==> src/rtl/axi_lite_pkg.sv <==
// Shared AXI-lite types: response codes and the write/read FSM state encodings.
package axi_lite_pkg;

  typedef enum logic [1:0] {
    RESP_OKAY   = 2'b00,
    RESP_SLVERR = 2'b10
  } resp_t;

  typedef enum logic {
    W_IDLE = 1'b0,
    W_RESP = 1'b1
  } wr_state_t;

  typedef enum logic {
    R_IDLE = 1'b0,
    R_DATA = 1'b1
  } rd_state_t;

endpackage

==> src/rtl/axi_lite_reg_array.sv <==
// NUM_REGS x DATA_W register storage with a byte-enable write port and a
// registered read port. A read of an unmapped address returns zero.
module axi_lite_reg_array #(
  parameter int DATA_W   = 32,
  parameter int NUM_REGS = 16,
  parameter int IDX_W    = $clog2(NUM_REGS)
) (
  input  logic                clk,
  input  logic                rst,
  input  logic                i_we,
  input  logic [IDX_W-1:0]    i_widx,
  input  logic [DATA_W-1:0]   i_wdata,
  input  logic [DATA_W/8-1:0] i_wbe,
  input  logic                i_re,
  input  logic [IDX_W-1:0]    i_ridx,
  input  logic                i_rhit,
  output logic [DATA_W-1:0]   o_rdata
);

  logic [DATA_W-1:0] r_mem [NUM_REGS];
  logic [DATA_W-1:0] r_rdata;

  // Byte-lane writes; reset clears the whole bank.
  always_ff @(posedge clk) begin
    if (rst) begin
      for (int i = 0; i < NUM_REGS; i++) r_mem[i] <= '0;
    end else if (i_we) begin
      for (int b = 0; b < DATA_W/8; b++) begin
        if (i_wbe[b]) r_mem[i_widx][8*b +: 8] <= i_wdata[8*b +: 8];
      end
    end
  end

  // Read data is captured on the read request edge and held until the next one,
  // so a same-edge write is not visible in this read.
  always_ff @(posedge clk) begin
    if (rst)       r_rdata <= '0;
    else if (i_re) r_rdata <= i_rhit ? r_mem[i_ridx] : '0;
  end

  assign o_rdata = r_rdata;

endmodule

==> src/rtl/axi_lite_regfile_slave.sv <==
// AXI-lite slave terminating AW/W/B/AR/R into a register bank. Write and read
// paths are independent FSMs; every output is driven straight from a flop.
module axi_lite_regfile_slave
  import axi_lite_pkg::*;
#(
  parameter int                 DATA_W    = 32,
  parameter int                 ADDR_W    = 32,
  parameter int                 NUM_REGS  = 16,
  parameter logic [ADDR_W-1:0]  BASE_ADDR = '0
) (
  input  logic                clk,
  input  logic                rst,
  input  logic [ADDR_W-1:0]   write_addr,
  input  logic                write_addr_valid,
  output logic                write_addr_ready,
  input  logic [DATA_W-1:0]   write_data,
  input  logic [DATA_W/8-1:0] write_strb,
  input  logic                write_data_valid,
  output logic                write_data_ready,
  output logic [1:0]          write_resp,
  output logic                write_resp_valid,
  input  logic                write_resp_ready,
  input  logic [ADDR_W-1:0]   read_addr,
  input  logic                read_addr_valid,
  output logic                read_addr_ready,
  output logic [DATA_W-1:0]   read_data,
  output logic [1:0]          read_resp,
  output logic                read_data_valid,
  input  logic                read_data_ready
);

  localparam int                BYTES = DATA_W / 8;
  localparam int                LSB   = $clog2(BYTES);
  localparam int                IDX_W = $clog2(NUM_REGS);
  localparam logic [ADDR_W-1:0] SPAN  = ADDR_W'(NUM_REGS * BYTES);

  function automatic logic addr_hit(input logic [ADDR_W-1:0] a);
    logic [ADDR_W-1:0] off;
    off = a - BASE_ADDR;
    return (a >= BASE_ADDR) && (off < SPAN);
  endfunction

  function automatic logic [IDX_W-1:0] addr_idx(input logic [ADDR_W-1:0] a);
    logic [ADDR_W-1:0] off;
    off = a - BASE_ADDR;
    return off[LSB +: IDX_W];
  endfunction

  wr_state_t         r_wstate;
  rd_state_t         r_rstate;
  logic              r_aw_have, r_w_have;
  logic [ADDR_W-1:0] r_awaddr;
  logic [DATA_W-1:0] r_wdata;
  logic [BYTES-1:0]  r_wstrb;
  logic              r_awready, r_wready, r_bvalid;
  resp_t             r_bresp;
  logic              r_arready, r_rvalid;
  resp_t             r_rresp;

  logic              w_aw_fire, w_w_fire, w_ar_fire, w_commit, w_wr_hit;
  logic [ADDR_W-1:0] w_awaddr;
  logic [DATA_W-1:0] w_wdata;
  logic [BYTES-1:0]  w_wstrb;

  assign w_aw_fire = write_addr_valid && r_awready;
  assign w_w_fire  = write_data_valid && r_wready;
  assign w_ar_fire = read_addr_valid  && r_arready;

  // A channel arriving in the commit cycle is used directly, otherwise the latched copy.
  assign w_awaddr  = w_aw_fire ? write_addr : r_awaddr;
  assign w_wdata   = w_w_fire  ? write_data : r_wdata;
  assign w_wstrb   = w_w_fire  ? write_strb : r_wstrb;
  assign w_commit  = (r_wstate == W_IDLE) && (r_aw_have || w_aw_fire) && (r_w_have || w_w_fire);
  assign w_wr_hit  = addr_hit(w_awaddr);

  // Write FSM: latch AW and W independently, commit when both are held, then hold B.
  always_ff @(posedge clk) begin
    if (rst) begin
      r_wstate  <= W_IDLE;
      r_aw_have <= 1'b0;
      r_w_have  <= 1'b0;
      r_awaddr  <= '0;
      r_wdata   <= '0;
      r_wstrb   <= '0;
      r_awready <= 1'b0;
      r_wready  <= 1'b0;
      r_bvalid  <= 1'b0;
      r_bresp   <= RESP_OKAY;
    end else begin
      case (r_wstate)
        W_IDLE: begin
          if (w_commit) begin
            r_wstate  <= W_RESP;
            r_aw_have <= 1'b0;
            r_w_have  <= 1'b0;
            r_awready <= 1'b0;
            r_wready  <= 1'b0;
            r_bvalid  <= 1'b1;
            r_bresp   <= w_wr_hit ? RESP_OKAY : RESP_SLVERR;
          end else begin
            if (w_aw_fire) begin
              r_aw_have <= 1'b1;
              r_awaddr  <= write_addr;
            end
            if (w_w_fire) begin
              r_w_have <= 1'b1;
              r_wdata  <= write_data;
              r_wstrb  <= write_strb;
            end
            r_awready <= !(r_aw_have || w_aw_fire);
            r_wready  <= !(r_w_have  || w_w_fire);
          end
        end
        W_RESP: begin
          if (write_resp_ready) begin
            r_wstate  <= W_IDLE;
            r_bvalid  <= 1'b0;
            r_awready <= 1'b1;
            r_wready  <= 1'b1;
          end
        end
        default: r_wstate <= W_IDLE;
      endcase
    end
  end

  // Read FSM: accept AR, present R one cycle later and hold it until accepted.
  always_ff @(posedge clk) begin
    if (rst) begin
      r_rstate  <= R_IDLE;
      r_arready <= 1'b0;
      r_rvalid  <= 1'b0;
      r_rresp   <= RESP_OKAY;
    end else begin
      case (r_rstate)
        R_IDLE: begin
          if (w_ar_fire) begin
            r_rstate  <= R_DATA;
            r_arready <= 1'b0;
            r_rvalid  <= 1'b1;
            r_rresp   <= addr_hit(read_addr) ? RESP_OKAY : RESP_SLVERR;
          end else begin
            r_arready <= 1'b1;
          end
        end
        R_DATA: begin
          if (read_data_ready) begin
            r_rstate  <= R_IDLE;
            r_rvalid  <= 1'b0;
            r_arready <= 1'b1;
          end
        end
        default: r_rstate <= R_IDLE;
      endcase
    end
  end

  axi_lite_reg_array #(
    .DATA_W   (DATA_W),
    .NUM_REGS (NUM_REGS),
    .IDX_W    (IDX_W)
  ) u_regs (
    .clk     (clk),
    .rst     (rst),
    .i_we    (w_commit && w_wr_hit),
    .i_widx  (addr_idx(w_awaddr)),
    .i_wdata (w_wdata),
    .i_wbe   (w_wstrb),
    .i_re    (w_ar_fire),
    .i_ridx  (addr_idx(read_addr)),
    .i_rhit  (addr_hit(read_addr)),
    .o_rdata (read_data)
  );

  assign write_addr_ready = r_awready;
  assign write_data_ready = r_wready;
  assign write_resp       = r_bresp;
  assign write_resp_valid = r_bvalid;
  assign read_addr_ready  = r_arready;
  assign read_resp        = r_rresp;
  assign read_data_valid  = r_rvalid;

endmodule

==> config.mk <==
export PLATFORM = sky130hd
export DESIGN_NAME = axi_lite_regfile_slave
export DESIGN_NICKNAME = d
export VERILOG_FILES = /design/src/rtl/axi_lite_pkg.sv /design/src/rtl/axi_lite_reg_array.sv /design/src/rtl/axi_lite_regfile_slave.sv
export SDC_FILE = /design/constraint.sdc
export NUM_CORES = 1
export LEC_CHECK = 0
export ABC_AREA = 0
export BUFFER_PORTS_ARGS = -buffer_cell sky130_fd_sc_hd__buf_2
export CAP_MARGIN = 15
export CORE_ASPECT_RATIO = 1.4
export CORE_MARGIN = 4
export CORE_UTILIZATION = 55
export DETAILED_ROUTE_END_ITERATION = 10
export PLACE_DENSITY_LB_ADDON = 0.15
export SYNTH_ARGS = -nofsm -noshare
export SYNTH_HDL_FRONTEND = slang
export SYNTH_SLANG_ARGS = --single-unit
==> constraint.sdc <==
create_clock -name clk -period 2.5 [get_ports clk]
set_input_delay 0.25 -clock clk [delete_from_list [all_inputs] [get_ports clk]]
set_output_delay 0.25 -clock clk [all_outputs]
set_load 0.02 [all_outputs]
== Word-level counts from Yosys, hierarchy flattened ==
Memory sizes are Yosys's and may differ from the RTL's.
Cells that the tools add are included.
W data, S select, Z words.

* Bitwise logic cells: 3
* Equal/unequal tests: 4
* Mux-type cells: 51
* Magnitude comparators: 4
* Reductions and logical operators: 22

{| class="wikitable"
|+ Operators with widths
! operator !! count
|-
| $mux W32 || 4
|-
| $ge A32 B1 Y1 const B || 2
|-
| $lt A32 B7 Y1 const B || 2
|-
| $mux W1 || 35
|-
| $reduce_or A32 Y1 || 1
|-
| $pmux W1 S2 || 7
|-
| $reduce_and A2 Y1 || 7
|-
| $mux W4 || 3
|-
| $logic_and A1 B1 Y1 || 8
|-
| $ne A2 B2 Y1 const B || 3
|-
| $mux W2 || 2
|-
| $reduce_bool A2 Y1 || 2
|-
| $not A1 Y1 || 3
|-
| $logic_not A1 Y1 || 2
|-
| $logic_or A1 B1 Y1 || 2
|-
| $ne A2 B1 Y1 const B || 1
|}

* Logic and storage cells: 100
* Output and inout port bits: 41
* Memories kept: 1
* Register bits: 113
* RAM bits: 512

{| class="wikitable"
|+ Memory list
! name !! words !! width !! read ports !! clocked after memory_dff !! write ports !! line !! source
|-
| u_regs.r_mem || 16 || 32 || 1 || 0 || 16 || axi_lite_reg_array.sv:20 || <nowiki>logic [DATA_W-1:0] r_mem [NUM_REGS];</nowiki>
|}

== Logic depth before layout (Yosys ltp) ==
* Depth in word-level cells: 10
* Depth in mapped cells: 8
* Depth with buffers taken out: 4

== Cells and area by module ==
A second synthesis with hierarchy kept.

* Cells, all modules: 2,061
* Area total of the unflattened synthesis: 27,870.5 um2

{| class="wikitable"
|+ Modules (own cells, without submodules)
! module !! area each (um2) !! sequential area each (um2) !! cells each !! instances
|-
| axi_lite_reg_array || 24,418.4 || 16,015.4 || 1,645 || 1
|-
| axi_lite_regfile_slave || 3,452.1 || 1,541.5 || 416 || 1
|}

== Worst setup path after synthesis ==
OpenSTA, ideal clock, no wires.

* Path type: register -> register
* Start point: register r_awready (netlist: write_addr_ready)
* End point: memory u_regs.r_mem[4][0], enable pin
* Setup time: 330 ps
* Buffers on the path: 3
* Required time: 2,170 ps
* Arrival: 1,784 ps
* Cell stages (with the launch flop): 7
* Slack: 386 ps
* Path through: dfxtp_1 -> and2_1 -> buf_2 -> o21ai_1 -> buf_2 -> clkbuf_1 -> a41o_1

{| class="wikitable"
|+ RTL lines
! item !! line !! source
|-
| from (decl) || axi_lite_regfile_slave.sv:55 || <nowiki>logic r_awready, r_wready, r_bvalid;</nowiki>
|-
| from (signal assigned) || axi_lite_regfile_slave.sv:110 || <nowiki>r_awready <= !(r_aw_have || w_aw_fire);</nowiki>
|-
| to (decl) || axi_lite_reg_array.sv:20 ||
|}

==> run summary <==
Fin Clk Skew - 0.0143 ns
final setup margin - 0.0842 ns
Yosys top cell area share - 0.512
GRT overflow - 0
xor-xnor portion of the synthesized cell area - 0
first-pass GRT wire length - 132000 um
total CTS buffers - 57
Root Buffer - clkbuf_16
# fillers - 4158
antenna violations before repair - 0
P_int - 17.2 mW
CTS tree - yes
Core Area - 54200 um2
via count - 21785
mapped cell area - 30000 um2
Antenna Nets Post-Route - 0
largest family of logic cells by synthesized area - simple AND/OR/NAND/NOR gates
top post-synthesis cells by area - edfxtp_1, nor4_1, mux4_2, dfxtp_1, nand2_1
number of synthesis warnings - 0
CTS clock-pin slew for the worst setup and hold paths - 0.06 ns
largest net degree at the start of global routing - 201
cells after synthesis - 2350
area of the multi-input gates - 10900 um2
maximum VDD drop - 0.608 mV
Top Ports - 148
met2 usage - 0.525
met3 Use GR - 0.0436
Clock power frac - 0.352
WP data arrival - 2.74 ns
Power Dens Cells - 685 nW/um2
crit start category - flip-flop
max cap viols - 0
RePlAce Congestion - 0.855
CP max FO - 46
status - complete, no violations
ys async rst share - 0
Total Routing Usage GR - 0.297
Initial DRC Count - 1942
commonest register cell after synthesis - edfxtp_1
Synth Area in Simple Gates - 0.174
critical path type - flip-flop to flip-flop
final wirelength - 87900 um
WL/cell - 27.0 um
dominant cell type by area after synthesis - edfxtp_1
Die Ht - 285 um
DP Worst Slack - 0.157 ns
drc violations - 0
maximum clock path buffer count - 3
full die area - 58500 um2
Synth Area in Compound Gates - 0.0509
vias in the first global route - 22094
met1 global-route usage - 0.355
Final Max Tran Viols - 0
mux cell area share after synthesis - 0.134
register area - 17600 um2
P_leak - 11.5 nW
H-tree depth - 2
Nets - 2601
Adder-Cell Fraction of Synth Area - 0
unique cell type count in the Yosys netlist - 47
Via density - 6.68
maximum clock rate - 0.414 GHz
worst slew pin tran - 0.945 ns
Reg power frac - 0.494
die width - 206 um
final hold vios - 0
hold crit path type - primary input to flip-flop
Syn Area/Cell - 12.8 um2
Sw Pwr - 6.33 mW
area grow syn2layout - 14.4%
busiest layer in global routing - met2
Initial Util - 0.554
Std-Cell Rows - 101
Seq/Total Area, Yosys - 0.585
layout cells sized above 1 - 0.224
EDFF count, synth - 512
clock sinks - 621
Seq cells post-synth - 621
slew margin rel. - 0.370
R2R cell count - 7
Net Sw Frac - 0.269
utilization after layout - 0.634
setup violators final - 0
Hold Crit Depth - 5
HPWL after DPL - 56000 um
crit path capture type - flip-flop
worst skew pair latency - 0.62 ns
fin crit share - 0.966
Port Buffer Count - 141
Inserted Diodes - 0
final worst path period need - 2.42 ns
total power - 23.5 mW
combinational power share - 0.154
WP data required - 2.82 ns
drt pass-1 iters - 6
[through the flow]
stage | instance area, um2 | hold slack (ns) | setup TNS (ns) | instances
global route | 34400 | 0.0722 | -0.000972 | 3261
CTS | 34300 | 0.0266 | 0 | 3260
floorplan | 30000 | 0.386 | 0 | 2351
finish | 34400 | 0.0536 | 0 | 3261
detailed placement | 31900 | 0.441 | 0 | 3078
global placement | 31900 | 0.437 | 0 | 3078
[cell usage after synthesis (all sizes together), types with 7 or more instances]
| cell type | number |
|---|---|
| nand2 | 354 |
| dfxtp | 109 |
| a2111oi | 7 |
| buf | 198 |
| o21ai | 41 |
| nor4 | 530 |
| a211oi | 7 |
| edfxtp | 512 |
| mux2i | 76 |
| nand2b | 8 |
| mux4 | 116 |
| and2 | 19 |
| a41o | 64 |
| a21oi | 77 |
| clkbuf | 90 |
| mux2 | 58 |
| nor2 | 27 |
| nand3 | 7 |
[layer usage]
metal | part of all wire | vias up
met4 | 0.056 | 0
met2 | 0.52 | 1037
li1 | - | 9736
met5 | 0 | -
met1 | 0.35 | 10762
met3 | 0.072 | 250
[cells in the final DEF (no fill, tap or decap), types with 3 or more instances in the layout]
cell type      synthesis  routed
nor2_1                27      27
o2bb2ai_1              5       5
o21ai_4                0       3
nand2b_1               8       8
dfxtp_1              109     109
dlygate4sd3_1          0      77
clkinv_1               0       7
edfxtp_1             512     512
nand2_1              353     351
nor4_1               521     520
mux2_2                58      58
a211oi_1               7       7
buf_12                 0      52
nand4_1                5       5
a2111oi_0              7       7
a21oi_1               77      76
buf_2                102     136
nand3_1                7       7
nor4_2                 8       9
a41o_1                64      64
o21ai_0               34      34
mux2i_1               76      76
buf_4                 20     105
nor4b_1                5       5
nand4b_1               4       4
nor2b_1                5       5
nor3_1                 3       3
clkbuf_16              0      57
mux4_2               116     116
clkinv_2               0       7
clkbuf_8               0       7
o21ai_1                6       4
and2_1                19      18
a21bo_2                4       4
clkbuf_1              90      26
[path summary, 6_finish.rpt]
path                                   start  slack [ns]                           endpoint
max                 r_awaddr[9]$_SDFFE_PP0P_        0.08  u_regs.r_mem[5][16]$_SDFFCE_PN0P_
min                            read_addr[31]        0.05          read_resp[1]$_SDFFE_PP0P_
max reg2reg         r_awaddr[9]$_SDFFE_PP0P_        0.08  u_regs.r_mem[5][16]$_SDFFCE_PN0P_
min reg2reg  u_regs.o_rdata[29]$_SDFFE_PP0P_        0.45    u_regs.o_rdata[29]$_SDFFE_PP0P_
[cell type report]
type                       instances  area share
clock buffer                      90      0.0472
clock inverter                    15     0.00266
inverter                           2    0.000218
multi-input combinational       1440       0.317
sequential                       621       0.511
tap                              721      0.0263
timing repair buffer             372      0.0961
[power by group through the flow]
stage               Sequential, mW  Combinational, mW  Clock (mW)
global route                  11.6               3.82        8.81
global placement              11.8               3.40           0
floorplan                     11.8               2.57           0
detailed placement            11.8               3.48           0
finish                        11.6               3.63        8.29
CTS                           11.6               3.57        8.39
[flip-flops by register name, summed over array words and instances (netlist names), 4 cells and up]
signal and flops:
u_regs.r_mem 512, r_wdata 32, u_regs.o_rdata 32, r_awaddr 30, r_wstrb 4
[cell families (layout without fill, tap and decap cells)]
group / count (synthesis) / after routing
other: 1 / 2
and+or+nand+nor: 973 / 973
muxes: 250 / 250
DFF: 621 / 621
buffers and inverters: 290 / 479
AOI/OAI and AO/OA: 215 / 215
[timing repair]
action,CTS,global route
hold buffers,77,0
setup endpoints to repair,0,10
endpoints found under the hold margin,70,0
gates resized for setup,0,2
buffers inserted,0,1
[worst max-delay path: stages (launching register included)]
cell,delay [ns]
dfxtp_1,0.31
nor4_1,0.41
nand4_1,0.27
o22ai_4,0.25
buf_12,0.25
buf_12,0.20
a41o_1,0.23
buf_12,0.16
Power figures use the tool's default switching activity.
